$ cat src/rtl/execute_stage.sv
// Execute stage: ALU, operand forwarding, load-use / RAW hazard detection and
// the EX/MEM pipeline register, including the registered JALR redirect.
// Build option: define EX_FWD_EN to enable EX/MEM -> EX forwarding. Without it,
// any dependency on the instruction in EX/MEM costs one bubble.
module execute_stage (
    input  logic        clk,
    input  logic        rst,
    input  logic        stall,
    input  logic [4:0]  ctl,
    input  logic [31:0] imm,
    input  logic [31:0] jalr_imm,
    input  logic        src_imm,
    input  logic        src_pc,
    input  logic        is_jalr,
    input  logic        read_reg1,
    input  logic        read_reg2,
    input  logic [4:0]  reg1_addr,
    input  logic [4:0]  reg2_addr,
    input  logic [31:0] rs1_data,
    input  logic [31:0] rs2_data,
    input  logic [4:0]  write_reg,
    input  logic        reg_write,
    input  logic        mem_read,
    input  logic        mem_write,
    input  logic [31:0] pc_in,
    output logic [31:0] result,
    output logic [31:0] store_data,
    output logic [4:0]  rd_out,
    output logic        reg_write_out,
    output logic        mem_read_out,
    output logic        mem_write_out,
    output logic        redirect,
    output logic [31:0] redirect_pc,
    output logic        hazard_stall
);

    typedef enum logic [4:0] {
        OpAnd   = 5'd0,
        OpOr    = 5'd1,
        OpAdd   = 5'd2,
        OpXor   = 5'd3,
        OpSll   = 5'd4,
        OpSrl   = 5'd5,
        OpSub   = 5'd6,
        OpSlt   = 5'd7,
        OpPassB = 5'd10,
        OpSltu  = 5'd13,
        OpSra   = 5'd15,
        OpZero  = 5'd31
    } alu_op_e;

    // EX/MEM pipeline register
    logic [31:0] result_q, result_d;
    logic [31:0] store_data_q, store_data_d;
    logic [4:0]  rd_q, rd_d;
    logic        reg_write_q, reg_write_d;
    logic        mem_read_q, mem_read_d;
    logic        mem_write_q, mem_write_d;
    logic        redirect_q, redirect_d;
    logic [31:0] redirect_pc_q, redirect_pc_d;

    logic [31:0] fwd_rs1;
    logic [31:0] fwd_rs2;
    logic [31:0] op_a;
    logic [31:0] op_b;
    logic [4:0]  shamt;
    logic [31:0] alu_res;
    logic [31:0] ex_result;
    logic [31:0] jalr_target;
    logic        dep_rs1;
    logic        dep_rs2;
    logic        dep_any;
    logic        hazard;

`ifdef EX_FWD_EN
    logic        fwd_ok;

    // Bypass the EX/MEM ALU result; load data is not available yet, x0 is never bypassed
    always_comb begin
        fwd_ok  = reg_write_q && !mem_read_q && (rd_q != 5'd0);
        fwd_rs1 = (fwd_ok && (rd_q == reg1_addr)) ? result_q : rs1_data;
        fwd_rs2 = (fwd_ok && (rd_q == reg2_addr)) ? result_q : rs2_data;
    end
`else
    // No bypass network: dependencies are resolved by bubbling instead
    always_comb begin
        fwd_rs1 = rs1_data;
        fwd_rs2 = rs2_data;
    end
`endif

    // Dependency of the instruction in EX on the one held in EX/MEM
    always_comb begin
        dep_rs1 = read_reg1 && (reg1_addr == rd_q);
        dep_rs2 = read_reg2 && (reg2_addr == rd_q);
        dep_any = (rd_q != 5'd0) && (dep_rs1 || dep_rs2);
`ifdef EX_FWD_EN
        hazard  = mem_read_q && dep_any;
`else
        hazard  = reg_write_q && dep_any;
`endif
    end

    // Operand selection and ALU
    always_comb begin
        op_a    = src_pc ? pc_in : fwd_rs1;
        op_b    = src_imm ? imm : fwd_rs2;
        shamt   = op_b[4:0];
        alu_res = 32'd0;
        case (alu_op_e'(ctl))
            OpAnd:   alu_res = op_a & op_b;
            OpOr:    alu_res = op_a | op_b;
            OpAdd:   alu_res = op_a + op_b;
            OpXor:   alu_res = op_a ^ op_b;
            OpSll:   alu_res = op_a << shamt;
            OpSrl:   alu_res = op_a >> shamt;
            OpSub:   alu_res = op_a - op_b;
            OpSlt:   alu_res = {31'd0, $signed(op_a) < $signed(op_b)};
            OpSltu:  alu_res = {31'd0, op_a < op_b};
            OpSra:   alu_res = $unsigned($signed(op_a) >>> shamt);
            OpPassB: alu_res = op_b;
            OpZero:  alu_res = 32'd0;
            default: alu_res = 32'd0;
        endcase
    end

    // JALR writes the link address and computes the target from the forwarded rs1
    always_comb begin
        ex_result   = is_jalr ? (pc_in + 32'd4) : alu_res;
        jalr_target = (fwd_rs1 + jalr_imm) & ~32'd1;
    end

    // Next state: reset beats stall, stall freezes, hazard inserts a bubble
    always_comb begin
        result_d      = result_q;
        store_data_d  = store_data_q;
        rd_d          = rd_q;
        reg_write_d   = reg_write_q;
        mem_read_d    = mem_read_q;
        mem_write_d   = mem_write_q;
        redirect_d    = redirect_q;
        redirect_pc_d = redirect_pc_q;
        if (rst) begin
            result_d      = 32'd0;
            store_data_d  = 32'd0;
            rd_d          = 5'd0;
            reg_write_d   = 1'b0;
            mem_read_d    = 1'b0;
            mem_write_d   = 1'b0;
            redirect_d    = 1'b0;
            redirect_pc_d = 32'd0;
        end else if (!stall) begin
            if (hazard) begin
                result_d     = 32'd0;
                store_data_d = 32'd0;
                rd_d         = 5'd0;
                reg_write_d  = 1'b0;
                mem_read_d   = 1'b0;
                mem_write_d  = 1'b0;
                redirect_d   = 1'b0;
            end else begin
                result_d     = ex_result;
                store_data_d = fwd_rs2;
                rd_d         = write_reg;
                reg_write_d  = reg_write;
                mem_read_d   = mem_read;
                mem_write_d  = mem_write;
                redirect_d   = is_jalr;
                if (is_jalr) begin
                    redirect_pc_d = jalr_target;
                end
            end
        end
    end

    // EX/MEM state register; reset is applied synchronously through the _d logic
    always_ff @(posedge clk) begin
        result_q      <= result_d;
        store_data_q  <= store_data_d;
        rd_q          <= rd_d;
        reg_write_q   <= reg_write_d;
        mem_read_q    <= mem_read_d;
        mem_write_q   <= mem_write_d;
        redirect_q    <= redirect_d;
        redirect_pc_q <= redirect_pc_d;
    end

    // Drive outputs from the registered state
    always_comb begin
        result        = result_q;
        store_data    = store_data_q;
        rd_out        = rd_q;
        reg_write_out = reg_write_q;
        mem_read_out  = mem_read_q;
        mem_write_out = mem_write_q;
        redirect      = redirect_q;
        redirect_pc   = redirect_pc_q;
        hazard_stall  = hazard;
    end

endmodule
$ cat config.mk
export PLATFORM = sky130hd
export DESIGN_NAME = execute_stage
export DESIGN_NICKNAME = d
export VERILOG_FILES = /design/src/rtl/execute_stage.sv
export SDC_FILE = /design/constraint.sdc
export NUM_CORES = 1
export LEC_CHECK = 0
export CAP_MARGIN = 20
export CELL_PAD_IN_SITES_DETAIL_PLACEMENT = 0
export CELL_PAD_IN_SITES_GLOBAL_PLACEMENT = 1
export CORE_UTILIZATION = 35
export CTS_CLUSTER_DIAMETER = 60
export DETAILED_ROUTE_END_ITERATION = 10
export GPL_TIMING_DRIVEN = 1
export PLACE_DENSITY_LB_ADDON = 0.1
export REMOVE_ABC_BUFFERS = 1
export SYNTH_ARGS = -nofsm -noshare
export SYNTH_HDL_FRONTEND = slang
export SYNTH_SLANG_ARGS = --single-unit
$ cat constraint.sdc
create_clock -name clk -period 4.95 [get_ports clk]
set_clock_uncertainty 0.05 [all_clocks]
set_input_delay 0.7425 -clock clk [delete_from_list [all_inputs] [get_ports clk]]
set_output_delay 0.7425 -clock clk [all_outputs]
set_load 0.01 [all_outputs]
* Yosys cells after proc, flatten, opt, wreduce, memory -nomap -nowiden
Index checks and enable logic that the tools add are counted.
** Word-level totals
- Register bits after elaboration :: 104
- Input bits :: 191
- Logic and storage cells :: 53
** Operators by class
- $add $sub $neg :: 4
- Magnitude comparators :: 2
- Equal/unequal tests :: 12
- Shifts and indexed selects :: 3
- Muxes and demuxes :: 11
- Bitwise operators :: 5
- Reduce and logical (&&, ||, !) cells :: 8
** Operators by type and width (count)
- one-hot mux 32 bit (11 select lines) :: 1
- two-way mux 32 bit :: 5
- adder 32 bit :: 2
- < comparator 32 bit :: 2
- adder 32 x 3 -> 32 bit, second input constant :: 1
- AND 32 bit :: 1
- bitwise OR 32 bit :: 1
- << shifter 32 x 5 -> 32 bit :: 1
- >> shifter 32 x 5 -> 32 bit :: 1
- >>> shifter 32 x 5 -> 32 bit :: 1
- subtractor 32 bit :: 1
- XOR 32 bit :: 1
- equality test 5 x 3 -> 1 bit, second input constant :: 4
- equality test 5 x 4 -> 1 bit, second input constant :: 3
- equality test 5 x 2 -> 1 bit, second input constant :: 2
- equality test 5 bit :: 2
- equality test 5 x 1 -> 1 bit, second input constant :: 1
- zero test 5 bit :: 1
- two-way mux 5 bit :: 1
- nonzero test 5 bit :: 1
- logical AND 1 bit :: 4
- two-way mux 1 bit :: 4
- AND reduction 3 bit :: 1
- NOT 1 bit :: 2
- logical OR 1 bit :: 1

* Longest topological paths before layout
Gate-level depths: netlist (run 1).
- Depth after elaboration :: 7
- Mapped depth :: 17
- Depth with buffers taken out :: 14

* Least setup slack after synthesis (run 1)
No wires, ideal clock.
- Path type :: input -> register
- Start :: input src_imm
- End :: register result_q[31] (netlist: result[31])
- Setup time :: 0.131 ns
- Data arrival time :: 4.529 ns
- Path slack :: 0.240 ns
- Stages on the path :: 16
- Buffers on the path :: 5
- Cell sequence :: buf_4 -> mux2i_2 -> buf_2 -> buf_1 -> buf_1 -> ha_1 -> clkbuf_2 -> o311ai_2 -> and3_2 -> o211ai_2 -> o211a_4 -> o211a_1 -> o41a_1 -> mux2_4 -> a211oi_2 -> o22ai_1
** Between the ends
- Word-level cells in the longest chain between the ends :: 5
** RTL lines
- from (decl) :: RTL line 12 : input logic src_imm,
- two-way mux 32 bit * :: RTL line 107 : op_b = src_imm ? imm : fwd_rs2;
- subtractor 32 bit (tied with other cells) :: RTL line 117 : OpSub: alu_res = op_a - op_b;
- one-hot mux 32 bit (11 select lines) * :: RTL line 110 : case (alu_op_e'(ctl))
- two-way mux 32 bit * :: RTL line 129 : ex_result = is_jalr ? (pc_in + 32'd4) : alu_res;
- two-way mux 32 bit * :: RTL line 153 : if (hazard) begin
- to (signal assigned) :: RTL line 178 : result_q <= result_d;
- to (decl) :: RTL line 53 : logic [31:0] result_q, result_d;
Every way passes the cells marked *; elsewhere a longest branch is shown, timed or not.
A chain may end at the register's enable or synchronous reset.

* Final worst setup path (run 1)
- Start :: input src_imm
- End :: register result_q[28] (netlist: result[28])
Same word-level chain as after synthesis.

==> results.toml, run 1 <==
[synth]
synth_area_um2 = 15600
yosys_warnings = 0
synth_edf_count = 0
synthTopCellsByCount = "nand2_1, nor2_1, a21oi_1"
yosys.area.top_type = "dfxtp_1"
synth.avg_cell_area_um2 = 6.92
synth_seq_area_share_pct = 13.3
synthMostInstantiatedCell = "nand2_1"
synth_top_area_share_pct = 13.3
synthFlopType = "dfxtp_1"
async_flop_share_pct = 0
synth-seq-cells = 104
yosysUniqueCellTypes = 88
synth.area.top_cells = "dfxtp_1, ha_1, mux2i_1"
synth_cells = 2256

[timing]
setup_tns_ns = 0
rsz0062_at_grt = "false"
maxSlewViolCount = 0
final.period_utilization_pct = 91.4
finalWorstSetupSlack_ns = 0.427
fmax_mhz = 221
setup_viol = 0
relSlewSlack_pct = 36.4
min_period_ns = 4.52
hold_viol_final = 0
worst_slew_pin_slew_ns = 0.954

[critical_path]
arrival_ns = 4.77
r2r_slack_ns = 2.16
cp-startpoint = "src_imm"
crit_fanout = 11
rr_endpoint = "redirect_pc[24]"
r2r-start = "rd_out[1]"
crit_type = "in2reg"
end_kind = "register"
cp.required_ns = 5.20
reg2reg_depth = 7
start_kind = "primary input"

[power_and_ir_drop]
p_per_area_nw_per_um2 = 207
ir_drop_mv = 0.177
leakage_nw = 9.16
finalPower_mw = 4.38

[cts]
htreeDepth = 3
clockBufferDepth = 2
cts_buffers = 9
insertion_delay_ns = 0.41
post_cts_resized = 0
path_clk_slew_ns = 0.09
cts_tree = "yes"
cts-root-buf = "clkbuf_16"
hold_buffers = 0
numClockSinks = 104
postCtsSetupRepairBufs = 0

[route]
route.detailed.drc = 0
wl_per_cell_um = 25.8
vias = 19641
ant_nets = 0
routed_wl_mm = 84.3
first_pass_iters = 8
vias_per_cell = 6.00
first_iter_violations = 2208

[cells_and_area]
multi_input_area_um2 = 12500
drive_gt1_share_pct = 12.9
nets = 3011
final_util_pct = 47.9
fin_cells = 3274
syn2layout_area_growth_pct = 35.3
nFillCells = 4674
n_antenna_cell = 0
register_area_um2 = 2080

[placement]
dp_slack_ns = -0.0101
dp.cells = 3258
hpwlAfterDp_mm = 67.8
io_buffers = 295
place_congestion = 1.03

[outcome]
status = "completed"

[grt]
grt_overflow_total = 0
grt_pass1_vias = 18698
grt_antenna_before_repair = 1
grtUsageTotal_pct = 36.5
grt_pass1_wl_mm = 122
grt_max_degree = 57

[hold_path]
min_to = "redirect_pc[7]"
hold_start = "redirect_pc[7]"
worstHoldPathCells = 2
hp-class = "reg2reg"

[die]
rows = 77
start_util_pct = 35.4
die-area_um2 = 45400
die_h_um = 213
fp.dieW_um = 213
fp.coreArea_um2 = 44100
io_pins = 297

[flow_run]
max-cap-violations = 0
## critical path: stages
cell and delay (ns):
buf_2 0.24, buf_12 0.21, mux2i_1 0.45, ha_1 0.44, nor2b_1 0.21, a211oi_1 0.38, a221o_1 0.25, o21ai_1 0.10
a221o_1 0.43, a21oi_1 0.24, a21oi_1 0.12, and3_1 0.19, a2111oi_0 0.44, buf_4 0.22, o21ai_0 0.07
## cells by family after synthesis
kind of cell | Yosys count | share of synthesized area, %
adders and majority gates | 143 | 11.6
AOI/OAI and AO/OA | 753 | 31.4
and+or+nand+nor | 736 | 20.7
buffers and inverters | 272 | 7.17
xor gates and xnor gates | 71 | 3.98
muxes | 176 | 11.8
DFF | 104 | 13.3
other | 1 | 0.0240
## stage by stage
stage / area (um2) / hold WS [ns]
2_1_floorplan: 14900 / 0.420
3_3_place_gp: 20800 / 0.388
3_5_place_dp: 20800 / 0.393
4_1_cts: 21100 / 0.410
5_1_grt: 21100 / 0.431
6_report: 21100 / 0.405
## routing by layer
layer	vias up	GRT usage [%]	share of wire, %
li1	9057	-	-
met1	9400	48.9	44
met2	992	57.6	44
met3	192	4.84	7.5
met4	0	17.4	4.9
met5	-	0	0
## cell type report
type,count,area share [%]
clock buffer,9,1.07
clock inverter,7,0.421
inverter,115,2.04
multi-input combinational,1880,59.1
sequential,104,9.86
tap,592,3.51
timing repair buffer,567,24.0
## power by group
part           internal [mW]  switching (mW)
Clock                  0.407           0.464
Sequential             0.891          0.0338
Combinational           1.07            1.51
## cell usage in the layout (no fill, tap or decap), drive strengths merged, types with 6 or more instances in the layout
master	synthesis	final
o22ai	37	37
o311ai	7	7
and2	11	11
and3	16	16
a221oi	22	22
a211oi	43	43
a2111oi	9	9
clkdlybuf4s50	0	291
nand2b	12	12
o21ai	125	125
mux2	21	21
a21oi	257	257
nor3	46	46
o2111ai	13	13
ha	140	140
o21bai	18	18
or2	6	6
nand3	53	53
xor2	34	34
nor2	257	257
o31ai	8	8
xnor2	37	37
a22oi	26	26
o221ai	27	27
o211ai	35	35
a21o	38	38
a222oi	7	7
a221o	18	18
or3	9	9
mux2i	153	153
buf	56	276
nand2	263	263
or4	6	6
nand4	12	12
inv	113	117
dfxtp	104	104
a31oi	17	17
clkbuf	101	9
nor2b	15	15
nor4	15	15
## flip-flops by register name, indices dropped and copies added, names as in the netlist
| signal | count |
|---|---|
| store_data | 32 |
| redirect_pc | 31 |
| mem_write_out | 1 |
| redirect | 1 |
| result | 32 |
| rd_out | 5 |
| mem_read_out | 1 |
| reg_write_out | 1 |
## worst max path at each step
stage                     slack (ns)          to  cells after the start
after CTS                       0.42  result[28]                     15
after global placement          0.08  result[20]                     14
after floorplan                -1.82  result[15]                     13
final                           0.43  result[28]                     15
after global routing            0.28  result[28]                     15
after detailed placement       -0.01  result[28]                     15
Power figures use the tool's default switching activity.
==> run 2: changes to the inputs <==
--- a/config.mk
+++ b/config.mk
@@ -9,9 +9,9 @@
 export CELL_PAD_IN_SITES_DETAIL_PLACEMENT = 0
 export CELL_PAD_IN_SITES_GLOBAL_PLACEMENT = 1
 export CORE_UTILIZATION = 35
-export CTS_CLUSTER_DIAMETER = 60
 export DETAILED_ROUTE_END_ITERATION = 10
 export GPL_TIMING_DRIVEN = 1
+export MAX_ROUTING_LAYER = met4
 export PLACE_DENSITY_LB_ADDON = 0.1
 export REMOVE_ABC_BUFFERS = 1
 export SYNTH_ARGS = -nofsm -noshare
==> results.toml, run 2 (synthesized netlist as in run 1, its figures left out) <==
[critical_path]
start_kind = "primary input"
end_kind = "register"
r2r_slack_ns = 2.13
cp-startpoint = "rs2_data[0]"
r2r-start = "rd_out[1]"
arrival_ns = 4.79
cp.required_ns = 5.21
crit_type = "in2reg"
crit_fanout = 50

[flow_run]
max-cap-violations = 0

[cells_and_area]
n_antenna_cell = 0
final_cell_mix = "clkdlybuf4s50_1, buf_4, nand2_1"
nFillCells = 4541
final_util_pct = 48.1
final_area_um2 = 21200
final_common_cell = "clkdlybuf4s50_1"
syn2layout_area_growth_pct = 36.0
nets = 3025
drive_gt1_share_pct = 13.4

[route]
routed_wl_mm = 84.8
ant_nets = 0
vias_per_cell = 6.00
vias = 19736
first_iter_violations = 1912
wl_per_cell_um = 25.8
first_pass_iters = 8
route.detailed.drc = 0

[grt]
grt_max_degree = 55
global_route.usage.met2_pct = 57.9
top_usage_layer = "met2"
grt_overflow_total = 0
grt_pass1_wl_mm = 123
grt_pass1_vias = 18855
grt_antenna_before_repair = 0
grtUsageTotal_pct = 37.9
gr-usage-met1_pct = 49.3
use_met3_pct = 4.53

[die]
rows = 77
fp.dieW_um = 213
start_util_pct = 35.4
die-area_um2 = 45400
die_h_um = 213
io_pins = 297
fp.coreArea_um2 = 44100

[timing]
rsz0062_at_grt = "false"
worst_slew_pin_slew_ns = 1.02
hold_ws_ns = 0.406
maxSlewViolCount = 0
setup_viol = 0
hold_viol_final = 0
relSlewSlack_pct = 31.9
finalWorstSetupSlack_ns = 0.425
setup_tns_ns = 0
min_period_ns = 4.53
fmax_mhz = 221
final.period_utilization_pct = 91.4

[placement]
dp_slack_ns = 0.0520
hpwlAfterDp_mm = 67.8
place_congestion = 1.03
io_buffers = 295
placed_area_um2 = 20900

[power_and_ir_drop]
seqPwrFrac_pct = 21.1
clkPwrFrac_pct = 19.6
leakage_nw = 9.23
comb_power_share_pct = 59.3
switchingPower_mw = 2.01
p_per_area_nw_per_um2 = 207
switching_share_pct = 45.7
internal_power_mw = 2.38
ir_drop_mv = 0.163

[cts]
cts_tree = "yes"
numClockSinks = 104
insertion_delay_ns = 0.41
postCtsSetupRepairBufs = 0
cts_buffers = 9
hold_buffers = 0
path_clk_slew_ns = 0.09
cts-root-buf = "clkbuf_16"
clockBufferDepth = 2
post_cts_resized = 0
htreeDepth = 3

[hold_path]
hold_start = "redirect_pc[16]"
hp-class = "reg2reg"

[outcome]
status = "completed"
[run 2: stage by stage]
step / power [mW] / std cells
floorplan: 2.23 / 2099
global placement: 3.47 / 3272
detailed placement: 3.48 / 3272
CTS: 4.36 / 3288
global route: 4.61 / 3288
finish: 4.39 / 3288
[run 2: layout make-up]
cell class | count | area (um2) | share of cell area, %
Inverter | 115 | 432 | 2.03
Clock buffer | 9 | 225 | 1.06
Tap cell | 592 | 741 | 3.49
Sequential cell | 104 | 2080 | 9.81
Multi-Input combinational cell | 1880 | 12500 | 58.8
Timing Repair Buffer | 581 | 5180 | 24.4
Clock inverter | 7 | 88.8 | 0.418
[run 2: final timing paths]
check | to | depth (start not counted)
min reg2reg | redirect_pc[16] | 2
max reg2reg | redirect_pc[24] | 7
max | result[9] | 14
min | redirect_pc[16] | 2
[run 2: layer usage]
layer	part of all wire (%)	vias up
met3	6.9	170
met1	44	9519
met5	0	-
met4	5.2	0
li1	-	9107
met2	44	940
[run 2: power by group through the flow]
stage                     logic [mW]  clock network, mW  registers [mW]
after floorplan                 1.27                  0           0.964
after global placement          2.52                  0           0.944
after detailed placement        2.53                  0           0.947
after CTS                       2.54              0.884           0.927
after global routing            2.77              0.903           0.934
final                           2.61              0.860           0.927
[run 2: critical path, stage by stage]
cell	delay (ns)
clkdlybuf4s50_1	0.47
mux2i_4	0.21
buf_4	0.65
mux2i_1	0.49
mux2i_1	0.26
mux2i_1	0.33
nor2_1	0.07
a21oi_1	0.20
nor2_1	0.09
nor4_1	0.54
buf_4	0.21
o211ai_1	0.08
buf_4	0.17
a32o_1	0.23
